### src/rtl/relu_maxpool_stream.sv
// Streaming ReLU followed by 2x2/stride-2 max pooling over raster-ordered conv planes.
// One output per 2x2 window, registered one cycle after its last sample; o_ready = !o_valid || i_ready.
module relu_maxpool_stream #(
   parameter int SUM_BW    = 16,
   parameter int DATA_SIZE = 28,
   parameter int CH_NUM    = 6
) (
   input  logic                     ACLK,
   input  logic                     ARESET,
   input  logic                     i_valid,
   output logic                     o_ready,
   input  logic signed [SUM_BW-1:0] i_data,
   output logic                     o_valid,
   input  logic                     i_ready,
   output logic signed [SUM_BW-1:0] o_data,
   output logic                     o_last,
   output logic                     o_done
);
   localparam int PW = (DATA_SIZE > 2) ? $clog2(DATA_SIZE) : 1;
   localparam int CW = (CH_NUM > 1) ? $clog2(CH_NUM) : 1;
   localparam int LB = DATA_SIZE / 2;
   localparam int AW = (LB > 1) ? $clog2(LB) : 1;
   localparam logic [PW-1:0] POS_MAX = PW'(DATA_SIZE - 1);
   localparam logic [CW-1:0] CH_MAX  = CW'(CH_NUM - 1);

   logic [PW-1:0]            col;
   logic [PW-1:0]            row;
   logic [CW-1:0]            ch;
   logic signed [SUM_BW-1:0] h;
   logic signed [SUM_BW-1:0] relu;
   logic signed [SUM_BW-1:0] pair;
   logic signed [SUM_BW-1:0] lb_rd;
   logic signed [SUM_BW-1:0] pooled;
   logic signed [SUM_BW-1:0] lbuf [LB];
   logic [AW-1:0]            lidx;
   logic                     accept;
   logic                     emit;
   logic                     out_hs;
   logic                     plane_end;
   logic                     frame_end;

   assign o_ready   = !o_valid || i_ready;
   assign accept    = i_valid && o_ready;
   assign out_hs    = o_valid && i_ready;
   assign emit      = accept && row[0] && col[0];
   assign plane_end = (row == POS_MAX) && (col == POS_MAX);

   // Post-ReLU values are non-negative, so all max compares stay in range without widening.
   assign relu   = i_data[SUM_BW-1] ? '0 : i_data;
   assign lidx   = AW'(col >> 1);
   assign pair   = (relu > h) ? relu : h;
   assign lb_rd  = lbuf[lidx];
   assign pooled = (pair > lb_rd) ? pair : lb_rd;

   always_ff @(posedge ACLK) begin
      if (ARESET) begin
         col <= '0;
         row <= '0;
         ch  <= '0;
         h   <= '0;
      end else if (accept) begin
         if (!col[0]) h <= relu;
         if (col == POS_MAX) begin
            col <= '0;
            if (row == POS_MAX) begin
               row <= '0;
               ch  <= (ch == CH_MAX) ? '0 : ch + 1'b1;
            end else begin
               row <= row + 1'b1;
            end
         end else begin
            col <= col + 1'b1;
         end
      end
   end

   // Line buffer is always written on an even row before the odd row reads it, so no reset.
   always_ff @(posedge ACLK) begin
      if (accept && !row[0] && col[0]) lbuf[lidx] <= pair;
   end

   always_ff @(posedge ACLK) begin
      if (ARESET) begin
         o_valid   <= 1'b0;
         o_data    <= '0;
         o_last    <= 1'b0;
         o_done    <= 1'b0;
         frame_end <= 1'b0;
      end else begin
         o_done <= out_hs && frame_end;
         if (emit) begin
            o_valid   <= 1'b1;
            o_data    <= pooled;
            o_last    <= plane_end;
            frame_end <= plane_end && (ch == CH_MAX);
         end else if (out_hs) begin
            o_valid <= 1'b0;
         end
      end
   end
endmodule
### config.mk
export PLATFORM = sky130hd
export DESIGN_NAME = relu_maxpool_stream
export DESIGN_NICKNAME = d
export VERILOG_FILES = /design/src/rtl/relu_maxpool_stream.sv
export SDC_FILE = /design/constraint.sdc
export NUM_CORES = 1
export LEC_CHECK = 0
export ABC_AREA = 1
export CAP_MARGIN = 20
export CORE_ASPECT_RATIO = 1.1
export CORE_MARGIN = 2
export CORE_UTILIZATION = 50
export DETAILED_ROUTE_END_ITERATION = 7
export PLACE_DENSITY = 0.78
export SLEW_MARGIN = 20
export SYNTH_ARGS = -nofsm -noshare
export SYNTH_HDL_FRONTEND = slang
export SYNTH_SLANG_ARGS = --single-unit
export TNS_END_PERCENT = 100
### constraint.sdc
create_clock -name ACLK -period 5.5 [get_ports ACLK]
set_clock_uncertainty 0.15 [all_clocks]
set_input_delay 1.1 -clock ACLK [delete_from_list [all_inputs] [get_ports ACLK]]
set_output_delay 1.1 -clock ACLK [all_outputs]
set_load 0.03 [all_outputs]
# --- Word level (Yosys, flattened, before mapping) ---
# Memories as Yosys holds them, arrays and structs flattened. A register that Yosys moved wholly into a read port is not among the register bits.
# Cells that the tools add are included.
word_totals:
  regBits: 49
  ramBits: 224
  output_inout_bits: 20
  elab_cells: 47
  n_memories: 1
mem_list:
  columns: ["name", "depth", "word_bits", "rd", "rd_clocked_by_memory_dff", "write_ports", "line_no", "rtl"]
  rows:
  - ["lbuf", 14, 16, 1, 1, 1, "34", "logic signed [SUM_BW-1:0] lbuf [LB];"]
classes:
  n_addsub: 3
  magnitude_cmp: 2
  n_eq_ne: 3
  mux: 12
  bitwise: 1
  reduce_logical: 16
ops:
  columns: ["cell", "n"]
  rows:
  - ["$gt A16 B16 Y1", 2]
  - ["$mux W16", 2]
  - ["$mux W15", 1]
  - ["$add A5 B1 Y5 const B", 2]
  - ["$eq A5 B5 Y1 const B", 2]
  - ["$mux W5", 2]
  - ["$logic_and A1 B1 Y1", 9]
  - ["$mux W4", 2]
  - ["$mux W1", 4]
  - ["$reduce_and A2 Y1", 2]
  - ["$add A3 B1 Y3 const B", 1]
  - ["$eq A3 B3 Y1 const B", 1]
  - ["$mux W3", 1]
  - ["$reduce_and A3 Y1", 1]
  - ["$logic_not A1 Y1", 2]
  - ["$reduce_bool A2 Y1", 1]
  - ["$logic_or A1 B1 Y1", 1]
  - ["$not A1 Y1", 1]

# --- Logic depth before layout (Yosys ltp) ---
depth:
  word_depth: 7
  ltp_mapped: 30

# --- Least setup slack after synthesis ---
# Ideal clock, no wire load.
synth_timing:
  kind: "input -> register"
  startpoint: "input port i_data[15]"
  endpoint: "register o_data[10]"
  setup_ps: 140
  arrival_ps: 4655
  t_required_ps: 5210
  setup_slack_ps: 555
  cell_stages: 23
  n_path_buf: 3
  cell_sequence: "inv_4 > clkbuf_1 > nand2_1 > inv_1 > ha_1 > nand4_1 > nor4b_1 > nand2_1 > nand2_2 > nand2_2 > buf_2 > o21ai_0 > ha_1 > a21oi_1 > o21a_1 > o21ai_0 > a21oi_1 > nand2_4 > nand2_4 > buf_6 > nand2_2 > nand3_2 > a21oi_2"
synth_between:
  elab_chain_cells: 5
synth_rtl:
  columns: ["item", "line_no", "rtl"]
  rows:
  - ["start: declaration", "12", "input logic signed [SUM_BW-1:0] i_data,"]
  - ["$mux W15", "49", "assign relu = i_data[SUM_BW-1] ? '0 : i_data;"]
  - ["via relu[14]", "30", "logic signed [SUM_BW-1:0] relu;"]
  - ["$gt A16 B16 Y1", "51", "assign pair = (relu > h) ? relu : h;"]
  - ["$mux W16", "51", null]
  - ["via pair[9]", "31", "logic signed [SUM_BW-1:0] pair;"]
  - ["$gt A16 B16 Y1", "53", "assign pooled = (pair > lb_rd) ? pair : lb_rd;"]
  - ["$mux W16", "53", null]
  - ["end signal: assignment", "93", "o_data <= pooled;"]
  - ["end: declaration", "15", "output logic signed [SUM_BW-1:0] o_data,"]
# The timed path passes the listed nets, and every way through them passes these cells.
# A chain may end at the register's enable or synchronous reset.

# --- Final worst setup path ---
layout_timing:
  startpoint: "input port i_data[15]"
  endpoint: "register o_data[2]"
# Same word-level chain as after synthesis.

==> reports/results.env <==
STATUS='complete, no violations'
CLK_ROOT_BUFFER_CELL='sky130_fd_sc_hd__clkbuf_16'
SYNTH_AREA_UM2=11500
POST-LAYOUT-TOTAL-POWER_mW=4.50
CLKSLEWWORSTSETUPHOLDPATHS_NS=0.06
GLOBAL_ROUTE.USAGE.MET1_PCT=29.6
FRACTION_OF_THE_YOSYS_AREA_TAKEN_BY_SEQUENTIAL_CELLS_PCT=64.0
WORST_SLACK_NS=0.326
CP-END-KIND='register'
POST-ROUTE-CELL-AREA_UM2=13200
REQUIRED_NS=5.74
WORST_IR_DROP_VDD_V=0.000223
HTREEDEPTH=1
PLACEMENT.CELL_AREA_UM2=12400
CTS_TREE='yes'
CTS.REPAIR_TIMING.SETUP_BUFFER_COUNT=0
ROUTED_WL_MM=28.0
WORSTPATHARRIVAL_NS=5.42
SETUP.WORST_PATH.CLASS='in2reg'
GRT_USE_TOTAL_PCT=23.2
POWER_DENSITY_nW_PER_UM2=342
INITIAL_CORE_UTIL_PCT=50.4
DPL_WORST_SLACK_NS=-0.350
FIN_WORST_HOLD_SLACK_NS=0.320
DRV_SLEW=0
CELLLEAKAGEPOWER_nW=4.75
WORST_HOLD_PATH_TYPE='reg2reg'
WORST-R2R-CELL-COUNT=16
ROWS=58
GPL.FINAL_WEIGHTED_CONGESTION=0.921
YOSYSWARNINGS=0
CLOCK_LATENCY_LATE_SINK_NS=0.53
DRC_MARKERS=0
LAYOUT_COMMON_CELLS='sky130_fd_sc_hd__edfxtp_1, sky130_fd_sc_hd__o21ai_0, sky130_fd_sc_hd__nor2_1'
SYN_TO_FINAL_GROWTH_PCT=14.9
SYNTH.DISTINCT_CELLS=45
VIA_CELL_RATIO=5.74
POST-DP-HPWL_MM=17.6
CTSLONGESTPATHBUFFERS=3
SYNTH_AREA_PER_CELL_UM2=10.7
POST_CTS.RESIZED_INSTANCES=0
VIAS=8285
LAYOUT_MIN_CYCLE_TIME_NS=5.17
FMAX_GHz=0.193
CTS-HOLD-FIX-BUFFERS=0
GRT_SETUP_UNREPAIRED='no'
HOLD_VIOL_FINAL=0
SETUP-VIOLATIONS-FINAL=0
CRIT_FANOUT=17
POST_DRT_WL_PER_CELL_UM=19.4
START_KIND='input port'
HOLD_DEPTH=2
SYN_INST=1071
FINAL_NETS=1173
GRT_BUSIEST_LAYER='met2'
ANTENNADIODECOUNT=0
POST_ROUTE_CELLS_DRIVE_ABOVE_1_SHARE_PCT=12.3
NUMBER_OF_BUFFER_CELLS_ADDED_ON_PRIMARY_PORTS=38
DETAIL_ROUTE.ITER0.VIOLATIONS=746
PLACED_CELLS=1400
GLOBAL_ROUTE_WIRE_LENGTH_BEFORE_REPAIR_MM=43.3
FLOORPLAN.DIE.HEIGHT_UM=163
CTS_INSERTED_BUFFERS=25
NUMBER_OF_STANDARD_CELLS_IN_THE_LAYOUT_TAPS_IN_AND_FILLERS_OUT=1443
MAX_CAP_VIOLATIONS=0
FLIP_FLOP_AND_LATCH_COUNT_AFTER_SYNTHESIS=261
CLOCK-SINKS=261
VIAS_IN_THE_FIRST_GLOBAL_ROUTE=8096
MAX-SLEW-MARGIN-REL_PCT=41.9
DIE_X_UM=148
GR-USAGE-MET3_PCT=3.87
TOP_LEVEL_PORTS=40
ANTENNA_FOUND_INITIAL=0
GLOBALROUTE.TOTALOVERFLOW=0
PIN_SLEW_WITH_THE_LEAST_HEADROOM_TO_ITS_LIMIT_NS=0.872
FINALCRITPERIODSHARE_PCT=94.1
FINAL_ANTENNA_NET_COUNT=0
SYN-NUM-NETS=1117
DETAILEDROUTE.FIRSTPASSITERATIONCOUNT=5
LAYOUT.CELLS.MOST_COMMON='sky130_fd_sc_hd__edfxtp_1'
DIE_AREA_UM2=24100
CORE_REGION_AREA_UM2=22700
GLOBALROUTEMET2UTIL_PCT=39.2
GRT_START_MAX_NET_PINS=60
[layout make-up]
type / instances / area [µm²]
inverter: 94 / 355
clock inverter: 10 / 128
multi-input combinational: 661 / 3570
timing repair buffer: 84 / 726
sequential: 261 / 7330
clock buffer: 33 / 676
fill: 1774 / 9560
tap: 300 / 375
[worst max-delay path, cell delays in order]
cell                              delay (ns)
sky130_fd_sc_hd__clkdlybuf4s50_1        0.50
sky130_fd_sc_hd__inv_4                  0.10
sky130_fd_sc_hd__nand2_1                0.21
sky130_fd_sc_hd__inv_1                  0.07
sky130_fd_sc_hd__ha_1                   0.30
sky130_fd_sc_hd__nand2_1                0.07
sky130_fd_sc_hd__nor4b_1                0.32
sky130_fd_sc_hd__nand2_1                0.11
sky130_fd_sc_hd__nand2_2                0.09
sky130_fd_sc_hd__nand2_2                0.18
sky130_fd_sc_hd__o21ai_1                0.45
sky130_fd_sc_hd__inv_1                  0.15
sky130_fd_sc_hd__ha_1                   0.32
sky130_fd_sc_hd__nand2_1                0.08
sky130_fd_sc_hd__inv_1                  0.06
sky130_fd_sc_hd__nand3_1                0.06
sky130_fd_sc_hd__nor3_1                 0.25
sky130_fd_sc_hd__nand3_1                0.11
sky130_fd_sc_hd__nand3b_2               0.36
sky130_fd_sc_hd__nand2_4                0.28
sky130_fd_sc_hd__nand2_1                0.08
sky130_fd_sc_hd__nand3_1                0.07
sky130_fd_sc_hd__a21oi_1                0.07
[flip-flops by register name (all words and copies together) (netlist names), named ones only]
signal	cells
ch	3
col	5
frame_end	1
h	15
lbuf	210
o_data	15
o_done	1
o_last	1
o_valid	1
row	5
[final timing paths]
check,from,endpoint,slack (ns)
setup reg to reg,register,o_data[2],1.30
hold reg to reg,o_data[14],o_data[14],0.32
hold / removal,o_data[14],o_data[14],0.32
setup / recovery,i_data[15],o_data[2],0.33
[power breakdown]
part | switching (mW) | total (mW) | internal (mW)
registers | 0.0113 | 2.23 | 2.22
logic | 0.402 | 0.570 | 0.168
clock network | 0.697 | 1.70 | 1.00
total | 1.11 | 4.50 | 3.39
[metal layers]
| metal | part of all wire [%] | wire length, µm |
|---|---|---|
| met3 | 7.9 | 2210 |
| met4 | 4.6 | 1290 |
| met5 | 0 | 0 |
| met1 | 40 | 11100 |
| met2 | 48 | 13500 |
[metrics by stage]
stage	TNS, ns	utilization [%]
floorplan	0	-
global placement	-3.20	54.4
detailed placement	-4.82	54.4
CTS	0	57.9
global route	0	57.9
finish	0	57.9
[cell families (layout without fill, tap and decap cells)]
family,Yosys count,after routing,share of synthesized area [%]
and+or+nand+nor,357,357,14.2
AOI/OAI and AO/OA,275,275,13.7
DFF,261,261,64.0
buffers and inverters,149,221,5.09
adders and majority gates,26,26,2.84
xor gates and xnor gates,2,2,0.153
other,1,1,0.0327
[synth_stat cells, drive strengths merged]
| library cell | count | share of area, % |
|---|---|---|
| nand3b | 2 | 0.16 |
| conb | 1 | 0.033 |
| o211ai | 8 | 0.52 |
| a21boi | 1 | 0.066 |
| a21oi | 73 | 3.5 |
| dfxtp | 51 | 8.9 |
| o21bai | 1 | 0.066 |
| nor4 | 4 | 0.27 |
| xor2 | 2 | 0.15 |
| o21a | 1 | 0.066 |
| inv | 91 | 3.0 |
| clkinv | 3 | 0.098 |
| nand2 | 142 | 5.3 |
| nor3b | 2 | 0.13 |
| nor3 | 12 | 0.57 |
| or2 | 2 | 0.11 |
| a21o | 1 | 0.066 |
| ha | 26 | 2.8 |
| edfxtp | 210 | 55 |
| o221ai | 22 | 1.7 |
| nor4b | 2 | 0.21 |
| nor2 | 129 | 4.2 |
| o21ai | 142 | 6.2 |
| o22ai | 22 | 1.2 |
| nand4 | 4 | 0.22 |
| clkbuf | 42 | 1.4 |
| buf | 13 | 0.61 |
| nand3 | 58 | 3.0 |
| o311ai | 1 | 0.076 |
| a211oi | 2 | 0.13 |
| o41ai | 1 | 0.076 |
No activity file was read; power rests on OpenSTA's default activity.
